**config.mk**
```make
export PLATFORM = sky130hd
export DESIGN_NAME = mux_stream_flat
export DESIGN_NICKNAME = d
export VERILOG_FILES = /design/src/rtl/mux_stream_if.sv /design/src/rtl/mux_stream.sv /design/src/flat_wrapper.sv
export SDC_FILE = /design/constraint.sdc
export NUM_CORES = 1
export LEC_CHECK = 0
export BUFFER_PORTS_ARGS = -buffer_cell sky130_fd_sc_hd__buf_2
export CORE_MARGIN = 2
export CORE_UTILIZATION = 30
export DETAILED_ROUTE_END_ITERATION = 7
export SETUP_SLACK_MARGIN = 0.1
export SLEW_MARGIN = 20
export SYNTH_ARGS = -nofsm -noshare
export SYNTH_HDL_FRONTEND = slang
export SYNTH_SLANG_ARGS = --single-unit
export TNS_END_PERCENT = 10
```
**constraint.sdc**
```tcl
create_clock -name clk -period 1.8 [get_ports clk]
set_clock_uncertainty 0.05 [all_clocks]
set_input_delay 0.09 -clock clk [delete_from_list [all_inputs] [get_ports clk]]
set_output_delay 0.09 -clock clk [all_outputs]
set_load 0.01 [all_outputs]
```
**src/rtl/mux_stream_if.sv**
```systemverilog
// Stream bundle for mux_stream: N flattened input channels and one registered output.
interface mux_stream_if #(
  parameter int SELECT_LINES = 2,
  parameter int DATA_WIDTH   = 8
) ();
  localparam int N = 2 ** SELECT_LINES;

  logic [SELECT_LINES-1:0] select;
  logic [DATA_WIDTH*N-1:0] in_data;
  logic [N-1:0]            in_valid;
  logic [N-1:0]            in_last;
  logic [N-1:0]            in_ready;
  logic [DATA_WIDTH-1:0]   out_data;
  logic                    out_valid;
  logic                    out_last;
  logic [SELECT_LINES-1:0] out_channel;
  logic                    out_ready;

  modport master (
    output select, in_data, in_valid, in_last, out_ready,
    input  in_ready, out_data, out_valid, out_last, out_channel
  );

  modport slave (
    input  select, in_data, in_valid, in_last, out_ready,
    output in_ready, out_data, out_valid, out_last, out_channel
  );
endinterface

```
**src/rtl/mux_stream.sv**
```systemverilog
// Packet-aware N-to-1 stream mux with one output register stage.
// Grant comes from select (MODE 0) or round-robin (MODE 1) and is held until the packet's last beat.
module mux_stream #(
  parameter int SELECT_LINES = 2,
  parameter int DATA_WIDTH   = 8,
  parameter int MODE         = 0
) (
  input  logic        clk,
  input  logic        rst_n,
  mux_stream_if.slave bus
);
  localparam int unsigned N = 2 ** SELECT_LINES;

  typedef enum logic {S_IDLE, S_LOCKED} state_t;

  state_t                  r_state, w_state_nxt;
  logic [SELECT_LINES-1:0] r_lock_ch, w_lock_ch_nxt;
  logic [SELECT_LINES-1:0] r_ptr, w_ptr_nxt;
  logic [SELECT_LINES-1:0] w_grant;
  logic                    w_grant_vld;
  logic                    w_can_load;
  logic                    w_xfer;
  logic                    w_last;
  logic [DATA_WIDTH-1:0]   w_in_word;

  logic [DATA_WIDTH-1:0]   r_out_data;
  logic                    r_out_valid;
  logic                    r_out_last;
  logic [SELECT_LINES-1:0] r_out_channel;

  // Round-robin: iterate farthest-first so the nearest valid channel after r_ptr wins.
  always_comb begin
    w_grant     = r_lock_ch;
    w_grant_vld = 1'b0;
    if (r_state == S_LOCKED) begin
      w_grant     = r_lock_ch;
      w_grant_vld = 1'b1;
    end else if (MODE == 0) begin
      w_grant     = bus.select;
      w_grant_vld = bus.in_valid[bus.select];
    end else begin
      for (int unsigned k = N; k >= 1; k--) begin
        if (bus.in_valid[r_ptr + SELECT_LINES'(k)]) begin
          w_grant     = r_ptr + SELECT_LINES'(k);
          w_grant_vld = 1'b1;
        end
      end
    end
  end

  assign w_can_load = !r_out_valid || bus.out_ready;
  assign w_xfer     = rst_n && w_grant_vld && w_can_load && bus.in_valid[w_grant];
  assign w_last     = bus.in_last[w_grant];
  assign w_in_word  = bus.in_data[w_grant*DATA_WIDTH +: DATA_WIDTH];

  always_comb begin
    bus.in_ready = '0;
    if (rst_n && w_grant_vld && w_can_load) bus.in_ready[w_grant] = 1'b1;
  end

  always_comb begin
    w_state_nxt   = r_state;
    w_lock_ch_nxt = r_lock_ch;
    w_ptr_nxt     = r_ptr;
    if (w_xfer) begin
      case (r_state)
        S_IDLE: begin
          if (MODE == 1) w_ptr_nxt = w_grant;
          if (!w_last) begin
            w_state_nxt   = S_LOCKED;
            w_lock_ch_nxt = w_grant;
          end
        end
        S_LOCKED: if (w_last) w_state_nxt = S_IDLE;
        default:  w_state_nxt = S_IDLE;
      endcase
    end
  end

  always_ff @(posedge clk or negedge rst_n) begin
    if (!rst_n) begin
      r_state   <= S_IDLE;
      r_lock_ch <= '0;
      r_ptr     <= '1;
    end else begin
      r_state   <= w_state_nxt;
      r_lock_ch <= w_lock_ch_nxt;
      r_ptr     <= w_ptr_nxt;
    end
  end

  always_ff @(posedge clk or negedge rst_n) begin
    if (!rst_n) begin
      r_out_data    <= '0;
      r_out_valid   <= 1'b0;
      r_out_last    <= 1'b0;
      r_out_channel <= '0;
    end else if (w_xfer) begin
      r_out_data    <= w_in_word;
      r_out_valid   <= 1'b1;
      r_out_last    <= w_last;
      r_out_channel <= w_grant;
    end else if (r_out_valid && bus.out_ready) begin
      r_out_valid   <= 1'b0;
    end
  end

  assign bus.out_data    = r_out_data;
  assign bus.out_valid   = r_out_valid;
  assign bus.out_last    = r_out_last;
  assign bus.out_channel = r_out_channel;
endmodule
```
**src/flat_wrapper.sv**
```systemverilog
// flat-port wrapper written by rule: the top's interface ports become plain ports
module mux_stream_flat 
#(
  parameter int SELECT_LINES = 2,
  parameter int DATA_WIDTH   = 8,
  parameter int MODE         = 0
)
  (clk, rst_n, bus_select, bus_in_data, bus_in_valid, bus_in_last, bus_out_ready, bus_in_ready, bus_out_data, bus_out_valid, bus_out_last, bus_out_channel);
  mux_stream_if #(.SELECT_LINES(SELECT_LINES), .DATA_WIDTH(DATA_WIDTH)) bus_i ();
  input  logic clk;
  input  logic rst_n;
  input wire logic [$bits(bus_i.select)-1:0] bus_select;
  input wire logic [$bits(bus_i.in_data)-1:0] bus_in_data;
  input wire logic [$bits(bus_i.in_valid)-1:0] bus_in_valid;
  input wire logic [$bits(bus_i.in_last)-1:0] bus_in_last;
  input wire logic [$bits(bus_i.out_ready)-1:0] bus_out_ready;
  output wire logic [$bits(bus_i.in_ready)-1:0] bus_in_ready;
  output wire logic [$bits(bus_i.out_data)-1:0] bus_out_data;
  output wire logic [$bits(bus_i.out_valid)-1:0] bus_out_valid;
  output wire logic [$bits(bus_i.out_last)-1:0] bus_out_last;
  output wire logic [$bits(bus_i.out_channel)-1:0] bus_out_channel;
  assign bus_i.select = bus_select;
  assign bus_i.in_data = bus_in_data;
  assign bus_i.in_valid = bus_in_valid;
  assign bus_i.in_last = bus_in_last;
  assign bus_i.out_ready = bus_out_ready;
  assign bus_in_ready = bus_i.in_ready;
  assign bus_out_data = bus_i.out_data;
  assign bus_out_valid = bus_i.out_valid;
  assign bus_out_last = bus_i.out_last;
  assign bus_out_channel = bus_i.out_channel;
  mux_stream #(.SELECT_LINES(SELECT_LINES), .DATA_WIDTH(DATA_WIDTH), .MODE(MODE)) u_core (.clk(clk), .rst_n(rst_n), .bus(bus_i));
endmodule
```
After elaboration in Yosys (flattened, before gate mapping)
Cells that the tools add are included.

word-level totals
  flip-flop bits (word level) = 15
  input bits = 45
  output and inout bits = 16
  logic and storage cells = 35

operators by class
  order comparisons = 3
  shift operators = 1
  mux-type cells = 14
  bitwise operators = 2
  reduce and logical (&&, ||, !) cells = 9

operators by type and width
  kind                                                                number
  indexed part select 32 x 6 -> 8 bit                                 1
  two-way mux 1 bit                                                   8
  binary-select mux 1 bit (select 2 bit)                              3
  less-than comparator 2 x 3 -> 1 bit (second input constant)         2
  logical AND 1 bit                                                   5
  two-way mux 4 bit                                                   1
  AND reduction 3 bit                                                 1
  demux 1 bit (select 2 bit)                                          1
  greater-or-equal comparator 2 x 1 -> 1 bit (second input constant)  1
  two-way mux 2 bit                                                   1
  NOT 1 bit                                                           2
  nonzero test 2 bit                                                  1
  zero test 1 bit                                                     1
  logical OR 1 bit                                                    1

Longest topological paths before layout
Gate-level depths: netlist (run 1).

  word-level depth = 7
  depth in mapped cells = 8

Worst setup path before layout (run 1)
No wires, ideal clock.

  path kind = register -> register
  start point = reg u_core.r_state
  end point = reg u_core.r_lock_ch[0]
  arrival = 1.719 ns
  data required time = 1.622 ns
  slack = -0.097 ns
  cell stages (with the launch flop) = 7
  buffers on the path = 1
  clock period less this slack = 1.897 ns
  cells stage by stage = dfrtp_1 buf_4 mux2i_1 mux4_2 nand2b_4 nor3_4 mux2_1

on the way
  word-level cells in the longest chain between the ends = 5

ends and longest elaborated chain
  what                                                             RTL line          RTL
  start: declaration                                               mux_stream.sv:16  state_t r_state, w_state_nxt;
  start signal: assignment                                         mux_stream.sv:86  r_state <= w_state_nxt;
  two-way mux 2 bit or two-way mux 1 bit (tied branches)           mux_stream.sv:35  if (r_state == S_LOCKED) begin
  binary-select mux 1 bit (select 2 bit) (tied with other cells)   mux_stream.sv:52  assign w_xfer = rst_n && w_grant_vld && w_can_load && bus.in_valid[w_grant];
  two-way mux 1 bit (not written as such) (tied with other cells)  mux_stream.sv:52
  logical AND 1 bit or NOT 1 bit (tied branches)                   -
  AND reduction 3 bit (no line)                                    -
  end signal: assignment                                           mux_stream.sv:87  r_lock_ch <= w_lock_ch_nxt;
  end: declaration                                                 mux_stream.sv:17  logic [SELECT_LINES-1:0] r_lock_ch, w_lock_ch_nxt;

Parallel ways exist; a longest one is shown, timed or not. The select of a mux whose other input is x is not followed.
A chain may end at the register's enable or synchronous reset.

Worst setup path after layout (run 1)
  start point = reg u_core.r_state
  end point = reg u_core.r_lock_ch[1]

The elaborated chain is that of the path after synthesis.

==> results of run 1 <==
[final cells by class]
type	instances	area share [%]
Timing Repair Buffer	73	28.8
Sequential cell	15	25.6
Clock buffer	3	1.53
Inverter	2	0.510
Multi-Input combinational cell	99	39.5
Tap cell	44	3.74
Clock inverter	1	0.340
[path summary, 6_finish.rpt]
path / end / slack [ps] / depth (start not counted)
worst max register to register: u_core.r_lock_ch[1] / -80 / 5
worst min-delay path: u_core.bus.out_valid / 50 / 3
worst max-delay path: u_core.r_lock_ch[1] / -80 / 5
min in group asynchronous: u_core.bus.out_last / 250 / 3
worst min register to register: u_core.bus.out_data[2] / 440 / 2
max in group asynchronous: u_core.r_state / 1260 / 3
[critical path: stages, from the launching register on]
cell and delay (ps):
dfrtp_2 450, mux2i_4 270, mux4_2 550, nand2b_4 110
nor3_4 50, mux2_4 290
[through the flow]
| stage | hold WS, ps | util (%) | cell area, µm² |
|---|---|---|---|
| global placement | 18.9 | 44.7 | 1380 |
| CTS | 46.5 | 47.2 | 1450 |
| detailed placement | 23.9 | 44.7 | 1380 |
| finish | 52.8 | 47.8 | 1470 |
| global route | 56.6 | 47.8 | 1470 |
| floorplan | -256 | - | 990 |
[layer usage]
layer	global-route usage, %	part of all wire (%)
met4	8.07	0.96
met2	25.8	49
met1	21.8	45
met5	0	0
met3	2.13	4.7
[state kept, by name, summed over array words and instances, names as in the netlist]
signal,count
u_core.bus.out_last,1
u_core.bus.out_data,8
u_core.r_state,1
u_core.r_lock_ch,2
u_core.bus.out_channel,2
u_core.bus.out_valid,1
[power by group through the flow]
stage	sequential [mW]	combinational, mW	clock (mW)
floorplan	0.644	0.844	0
detailed placement	0.606	1.35	0
finish	0.621	1.47	0.194
CTS	0.610	1.43	0.200
global route	0.639	1.65	0.217
global placement	0.601	1.31	0
[Yosys cell counts]
library cell and instances:
buf_4 1, a21boi_0 1, nand3_1 8, nand2_1 53, nand2b_1 2, dfrtp_1 15, o21ai_0 18, nor3_1 4
mux2_2 1, mux2_1 2, mux4_2 2, nand2b_4 1, clkbuf_1 2, o211ai_2 1, buf_6 1, buf_2 5
nor3_4 1, mux2i_1 5, inv_1 2
[timing repair]
item,CTS,global route
endpoints found under the hold margin,15,0
gates resized for setup,8,5
setup endpoints to repair,19,19
buffers inserted,1,0
hold buffers,1,0
pin swaps,3,1
[cells by family after synthesis]
kind of cell / count (synthesis) / share of synthesized area, %
AND/OR/NAND/NOR: 69 / 30.9
AO/OA/AOI/OAI: 20 / 11.3
flip-flops: 15 / 38.5
buffers and inverters: 11 / 6.03
multiplexers: 10 / 13.2
==> run metrics, run 1 <==
Cell Rows 20; synth top area cells dfrtp_1 (39%), nand2_1 (20%), o21ai_0 (9.2%); DRC violations left 0; global-route wire length before repair 4400 µm; fmax 533 MHz; pin count of the biggest net entering global routing 20; final setup vio count 9; yosys warns 0; Rel. slew slack 86.1%; failing checks setup timing; CTS sink cnt 15; area grow syn2layout 51.1%; sequential share of power 27.2%; Tightest Pin Transition 205 ps; Clock power frac 8.5%; NetSw 1.00 mW; RD Place Congestion 0.842; Hold Startpoint bus_out_ready; Slew Limit Fails 0; total design power 2.29 mW; Net Sw Frac 43.9%; Die Y-Extent 61 µm; final hold vios 0; DRT Pass-1 Iters 4; CTS Buffer Depth 2; register area 377 µm²; antenna violations before repair 0; period utilization 104%; fin cells 237; pwr/cell area 1550 nW/µm²; via count 1074; Buffers on Ports 60; vias in the first global route 974; Post-Syn Nets 170; CP arrival 2000 ps; Leak 0.811 nW; Peak supply drop 512 µV; most common cell after layout, fill and taps aside buf_2; Filler cells 327; gr usage total 16.3%; reg2reg start u_core.r_state; CP startpoint u_core.r_state; RSZ-0062 raised after global routing yes; internal power 1.28 mW; HPWL after detailed placement 2250 µm; status finished with violations; wirelength, routed 2830 µm; multi-input logic area 582 µm²; Final WS setup -77.8 ps; fin crit period 1880 ps; GRT overflow 0; Die W 61 µm; Worst Hold Class in2reg; # IOs 61; CP Data Required Time 1930 ps; layout cells sized above 1 46.1%; Comb pwr share 64.4%; kind of critical path reg2reg; Routed WL per cell 11.9 µm; startpoint types flop; CTS tree done; Starting DRT DRC Count 41; Synth top area share 38.5%; Synth Area per Inst 7.80 µm²; worst-path maximum fanout 4; Setup crit end kind flop; Root Buffer Master clkbuf_4; Nets 239; cts bufs inserted 3; Place WS -92.2 ps; Synth cell types 19; Max Cap Violations 0; area leader, netlist dfrtp_1; vias per cell 4.53; register area share after synthesis 38.5%; CTS clock-pin slew for the worst setup and hold paths 90 ps; Post-Syn Instances 125; die area 3720 µm²; diode count 0; Routed Antenna Nets 0; Initial Util 31.7%; area of the mapped netlist 975 µm²; # H-tree levels 1; commonest non-fill, non-tap cells in the layout buf_2 (60), nand2_1 (53), o21ai_0 (18); placed cell count 231; Core Area 3080 µm²; clock latency on the worst-skew pair 280 ps; setup_tns -242 ps; Synth Register Bits 15
Note: power is estimated with default switching activity, not from simulation.
==> run 2: changes to the inputs <==
==> constraint.sdc (replaced) <==
create_clock -name clk -period 1.8 [get_ports clk]
set_clock_uncertainty 0.05 [all_clocks]
set_input_delay 0.36 -clock clk [delete_from_list [all_inputs] [get_ports clk]]
set_output_delay 0.36 -clock clk [all_outputs]
set_load 0.01 [all_outputs]
==> run 2 against run 1 <==
  * The run still ends with setup timing left
  * Count of clock-buffer cells in the layout stayed put
  * Utilization is 3.3 points higher
  * Final area is 6.9% higher
  * Worst hold slack better by 250 ps
  * Highest routed layer unchanged
  * First-iteration DRC count is 7.3% lower
==> run metrics, run 2 (same netlist as run 1, synthesis figures left out) <==
Final Core Density 51.1% (was 47.8%); met3 track demand over resource 1.71% (was 2.13%); CTS sink cnt 15 (unchanged); met2 usage 27.3% (was 25.8%); Hold Slack 302 ps (was 52.8 ps); Root Buffer Master clkbuf_4 (unchanged); Starting DRT DRC Count 38 (was 41); CTS Buffer Depth 2 (unchanged); cts bufs inserted 3 (unchanged); period utilization 113% (was 104%); grt met1 use 20.4% (was 21.8%); Nets 249 (was 239); CTS clock-pin slew for the worst setup and hold paths 100 ps (was 90 ps); kind of critical path reg2reg (unchanged); most common cell after layout, fill and taps aside buf_2 (unchanged); worst-path maximum fanout 4 (unchanged); Cell Rows 20 (unchanged); CP Data Required Time 1940 ps (was 1930 ps); gr usage total 15.9% (was 16.3%); Finished Cell Area 1570 µm² (was 1470 µm²); fin crit period 2040 ps (was 1880 ps); multi-input logic area 593 µm² (was 582 µm²); failing checks setup timing (unchanged); DRT Pass-1 Iters 4 (unchanged); clock latency on the worst-skew pair 290 ps (was 280 ps); Peak supply drop 415 µV (was 512 µV); Rel. slew slack 78.2% (was 86.1%); Setup crit end kind flop (unchanged); global-route wire length before repair 4320 µm (was 4400 µm); RD Place Congestion 0.785 (was 0.842); Core Area 3080 µm² (unchanged); Worst path max stage delay 560 ps (was 550 ps); vias in the first global route 958 (was 974); final hold vios 0 (unchanged); # H-tree levels 1 (unchanged); fmax 491 MHz (was 533 MHz); via count 1131 (was 1074); Place WS -146 ps (was -92.2 ps); Final WS setup -238 ps (was -77.8 ps); max reg flops 8 (unchanged); die area 3720 µm² (unchanged); area grow syn2layout 61.5% (was 51.1%); register area 377 µm² (unchanged); Filler cells 315 (was 327); RSZ-0062 raised after global routing yes (unchanged); Die Y-Extent 61 µm (unchanged); Worst Hold Class in2reg (unchanged); crit-path cells buf_6, mux2i_4, mux4_2, nand2b_4, nor3_4, mux2_4 (was mux2i_4, mux4_2, nand2b_4, nor3_4, mux2_4); commonest non-fill, non-tap cells in the layout buf_2 (60), nand2_1 (53), buf_4 (16) (was buf_2 (60), nand2_1 (53), o21ai_0 (18)); CTS tree done (unchanged); pin count of the biggest net entering global routing 20 (unchanged); Initial Util 31.7% (unchanged); slowest CP cell mux4_2 (unchanged); # IOs 61 (unchanged); startpoint types flop (unchanged); Buffers on Ports 60 (unchanged); DRC violations left 0 (unchanged); Slew Limit Fails 0 (unchanged); antenna violations before repair 0 (unchanged); layout cells sized above 1 49.8% (was 46.1%); GRT overflow 0 (unchanged); Placement Cell Area 1410 µm² (was 1380 µm²); status finished with violations (unchanged); final setup vio count 19 (was 9); total design power 2.50 mW (was 2.29 mW); vias per cell 4.58 (was 4.53); HPWL after detailed placement 2160 µm (was 2250 µm); Leak 0.872 nW (was 0.811 nW); Max Cap Violations 0 (unchanged); Tightest Pin Transition 318 ps (was 205 ps); busiest grt layer met2 (unchanged); pwr/cell area 1590 nW/µm² (was 1550 nW/µm²); diode count 0 (unchanged); Routed Antenna Nets 0 (unchanged); Die W 61 µm (unchanged); CP arrival 2180 ps (was 2000 ps); wirelength, routed 2910 µm (was 2830 µm); Routed WL per cell 11.8 µm (was 11.9 µm)
==> run 2: worst paths after layout <==
path / from / endpoint / slack, ps / cells past startpoint
worst min register to register: u_core.bus.out_data[3] / u_core.bus.out_data[3] / 430 / 2
max in group asynchronous: rst_n / u_core.r_state / 1000 / 3
min in group asynchronous: rst_n / u_core.bus.out_valid / 510 / 3
worst max-delay path: u_core.r_state / u_core.r_lock_ch[1] / -240 / 6
worst min-delay path: bus_out_ready / u_core.bus.out_valid / 300 / 3
worst max register to register: u_core.r_state / u_core.r_lock_ch[1] / -240 / 6
==> run 2: repair_timing <==
item / CTS / global route
hold buffers: 1 / 0
endpoints found under the hold margin: 15 / 0
setup endpoints to repair: 19 / 19
buffers inserted: 7 / 0
resized for setup: 13 / 12
pin swaps: 2 / 0
==> run 2: through the flow <==
stage,TNS (ps),instances
2_1_floorplan,-215,125
5_1_grt,-3630,247
3_3_place_gp,-1460,235
4_1_cts,-2750,247
3_5_place_dp,-1690,235
6_report,-2610,247
==> run 2: where the power goes <==
group	internal (mW)	switching, mW	total [mW]
registers	0.501	0.108	0.608
logic	0.836	0.849	1.68
clock network	0.0827	0.121	0.204
==> run 2: final cells by class <==
| class | instances | share of cell area [%] |
|---|---|---|
| clock buffer | 3 | 1.43 |
| clock inverter | 1 | 0.318 |
| inverter | 2 | 0.477 |
| multi-input combinational | 99 | 37.7 |
| sequential | 15 | 23.9 |
| tap | 44 | 3.50 |
| timing repair buffer | 83 | 32.7 |
==> run 2: routing by layer <==
| layer | share of wire, % | wire length, µm |
|---|---|---|
| met3 | 5.4 | 157 |
| met5 | 0 | 0 |
| met2 | 50 | 1460 |
| met4 | 1.4 | 40 |
| met1 | 43 | 1250 |
==> run 2: worst max-delay path: cells and delay by family, from the launching register on <==
kind	cells	cell delay, ps
buffers and inverters	1	130
DFF	1	420
and+or+nand+nor	2	210
muxes	3	1140
==> run 3: changes to the inputs <==
--- a/config.mk
+++ b/config.mk
@@ -9,6 +9,8 @@
 export CORE_MARGIN = 2
 export CORE_UTILIZATION = 30
 export DETAILED_ROUTE_END_ITERATION = 7
+export GPL_ROUTABILITY_DRIVEN = 0
+export RECOVER_POWER = 25
 export SETUP_SLACK_MARGIN = 0.1
 export SLEW_MARGIN = 20
 export SYNTH_ARGS = -nofsm -noshare
==> run 3 against run 2 <==
  * Wire length barely moved
  * Critical endpoint unchanged
  * Highest routed layer unchanged
  * First-iteration DRC count decreased by 2.6%
  * Non-clock buffer count unchanged
  * Combinational power about the same
  * Setup slack is essentially flat
  * Total power is essentially flat
  * Utilization fell by 0.16 points
  * Flip-flop and latch count unchanged
  * Worst hold slack unchanged
  * The run still ends with setup timing left
  * Final cell count unchanged
==> run metrics, run 3 (same netlist as run 1, synthesis figures left out) <==
Starting DRT DRC Count 37 (was 38); gr usage total 15.9% (unchanged); # IOs 61 (unchanged); Cell Rows 20 (unchanged); reg2reg start u_core.r_state (unchanged); GRT overflow 0 (unchanged); layout cells sized above 1 48.8% (was 49.8%); CTS clock-pin slew for the worst setup and hold paths 100 ps (about the same); fmax 491 MHz (about the same); wirelength, routed 2910 µm (about the same); CP bufs+invs 1 (unchanged); max reg flops 8 (unchanged); Tightest Pin Transition 851 ps (was 318 ps); pin count of the biggest net entering global routing 20 (unchanged); CTS Buffer Depth 2 (unchanged); Worst path max stage delay 560 ps (about the same); Buffers on Ports 60 (unchanged); kind of critical path reg2reg (unchanged); HPWL after detailed placement 2160 µm (unchanged); diode count 0 (unchanged); global-route wire length before repair 4320 µm (unchanged); area grow syn2layout 61.0% (was 61.5%); Root Buffer Master clkbuf_4 (unchanged); Routed WL per cell 11.8 µm (about the same); vias in the first global route 958 (unchanged); Final WS setup -238 ps (about the same); internal power 1.42 mW (about the same); Hold Crit Depth 3 (unchanged); Initial Util 31.7% (unchanged); fin cells 247 (unchanged); delay-heaviest family, CP multiplexers (unchanged); Worst Hold Class in2reg (unchanged); antenna violations before repair 0 (unchanged); Clock power frac 8.2% (about the same); DRC violations left 0 (unchanged); failing checks setup timing (unchanged); die area 3720 µm² (unchanged); # H-tree levels 1 (unchanged); Core Area 3080 µm² (unchanged); via count 1131 (unchanged); Die Y-Extent 61 µm (unchanged); Filler cells 316 (was 315); sequential share of power 24.4% (about the same); RSZ-0062 raised after global routing yes (unchanged); crit-path cells buf_6, mux2i_4, mux4_2, nand2b_4, nor3_4, mux2_4 (unchanged); pwr/cell area 1590 nW/µm² (about the same); Comb pwr share 67.5% (about the same); CTS sink cnt 15 (unchanged); r2r worst-path depth 6 (unchanged); period utilization 113% (about the same); cts bufs inserted 3 (unchanged); Max Cap Violations 0 (unchanged); R2R Path End u_core.r_lock_ch[1] (unchanged); DRT Pass-1 Iters 4 (unchanged); Rel. slew slack 43.2% (was 78.2%); worst-path maximum fanout 4 (unchanged); CP Data Required Time 1940 ps (about the same); status finished with violations (unchanged); CTS tree done (unchanged); R2R Setup Slk -240 ps (about the same); fin crit period 2040 ps (about the same); Slew Limit Fails 0 (unchanged); Nets 249 (unchanged); Setup crit end kind flop (unchanged); slowest CP cell mux4_2 (unchanged); vias per cell 4.58 (unchanged); Net Sw Frac 43.2% (was 43.1%); placed cell count 235 (unchanged); Final Core Density 51.0% (was 51.1%); Leak 0.866 nW (was 0.872 nW); Hold Startpoint bus_out_ready (unchanged); Die W 61 µm (unchanged); Hold Slack 302 ps (unchanged); final setup vio count 19 (unchanged); Routed Antenna Nets 0 (unchanged); endpoint of the worst hold path u_core.bus.out_valid (unchanged); commonest non-fill, non-tap cells in the layout buf_2 (59), nand2_1 (53), buf_4 (15) (was buf_2 (60), nand2_1 (53), buf_4 (16)); Peak supply drop 415 µV (about the same); NetSw 1.08 mW (about the same); final hold vios 0 (unchanged); startpoint types flop (unchanged); most common cell after layout, fill and taps aside buf_2 (unchanged); clock latency on the worst-skew pair 290 ps (about the same); CP arrival 2180 ps (about the same)
==> run 3: worst max path at each step <==
stage | from | to | depth (start not counted)
after global placement | u_core.r_state | u_core.r_lock_ch[1] | 5
final | u_core.r_state | u_core.r_lock_ch[1] | 6
after CTS | u_core.r_state | u_core.r_lock_ch[1] | 6
after global routing | u_core.r_state | bus_in_ready[3] | 6
after detailed placement | u_core.r_state | u_core.r_lock_ch[1] | 5
after floorplan | u_core.r_state | u_core.r_lock_ch[0] | 6
==> run 3: power by group through the flow <==
| stage | Clock [mW] | Sequential, mW | Combinational (mW) |
|---|---|---|---|
| after global placement | 0 | 0.605 | 1.34 |
| final | 0.204 | 0.608 | 1.68 |
| after CTS | 0.204 | 0.602 | 1.62 |
| after detailed placement | 0 | 0.608 | 1.37 |
| after floorplan | 0 | 0.644 | 0.844 |
| after global routing | 0.215 | 0.622 | 1.86 |
==> run 3: tightest hold or removal path: cells and delay by family <==
family / cells / cell delay (ps)
buffers and inverters: 1 / 70
AND/OR/NAND/NOR: 2 / 190
==> run 3: per-layer routing <==
| metal | GRT usage, % | vias up | wire length (µm) |
|---|---|---|---|
| met5 | 0 | - | 0 |
| met2 | 27.3 | 46 | 1460 |
| met1 | 20.4 | 504 | 1250 |
| li1 | - | 573 | - |
| met4 | 6.52 | 0 | 40 |
| met3 | 1.71 | 8 | 157 |
==> run 3: cell type report <==
class | instances | area, µm² | share of cell area [%]
Clock buffer | 3 | 22.5 | 1.44
Clock inverter | 1 | 5.00 | 0.319
Inverter | 2 | 7.51 | 0.478
Multi-Input combinational cell | 99 | 593 | 37.8
Sequential cell | 15 | 377 | 24.0
Tap cell | 44 | 55.1 | 3.51
Timing Repair Buffer | 83 | 509 | 32.5
==> run 3: what timing repair did <==
action                     in CTS  in global routing
resized for setup              13                 12
pin swaps                       2                  0
setup endpoints to repair      19                 19
hold endpoints to repair       15                  0
hold buffers                    1                  0
setup buffers                   7                  0
==> run 3: per-stage QoR <==
stage               TNS, ps  instance area (µm²)  power (mW)  setup WS [ps]
floorplan              -215                  990        1.49          -63.4
global placement      -1460                 1410        1.95           -130
detailed placement    -1690                 1410        1.98           -146
CTS                   -2750                 1550        2.42           -190
global route          -3630                 1570        2.70           -281
finish                -2610                 1570        2.50           -238
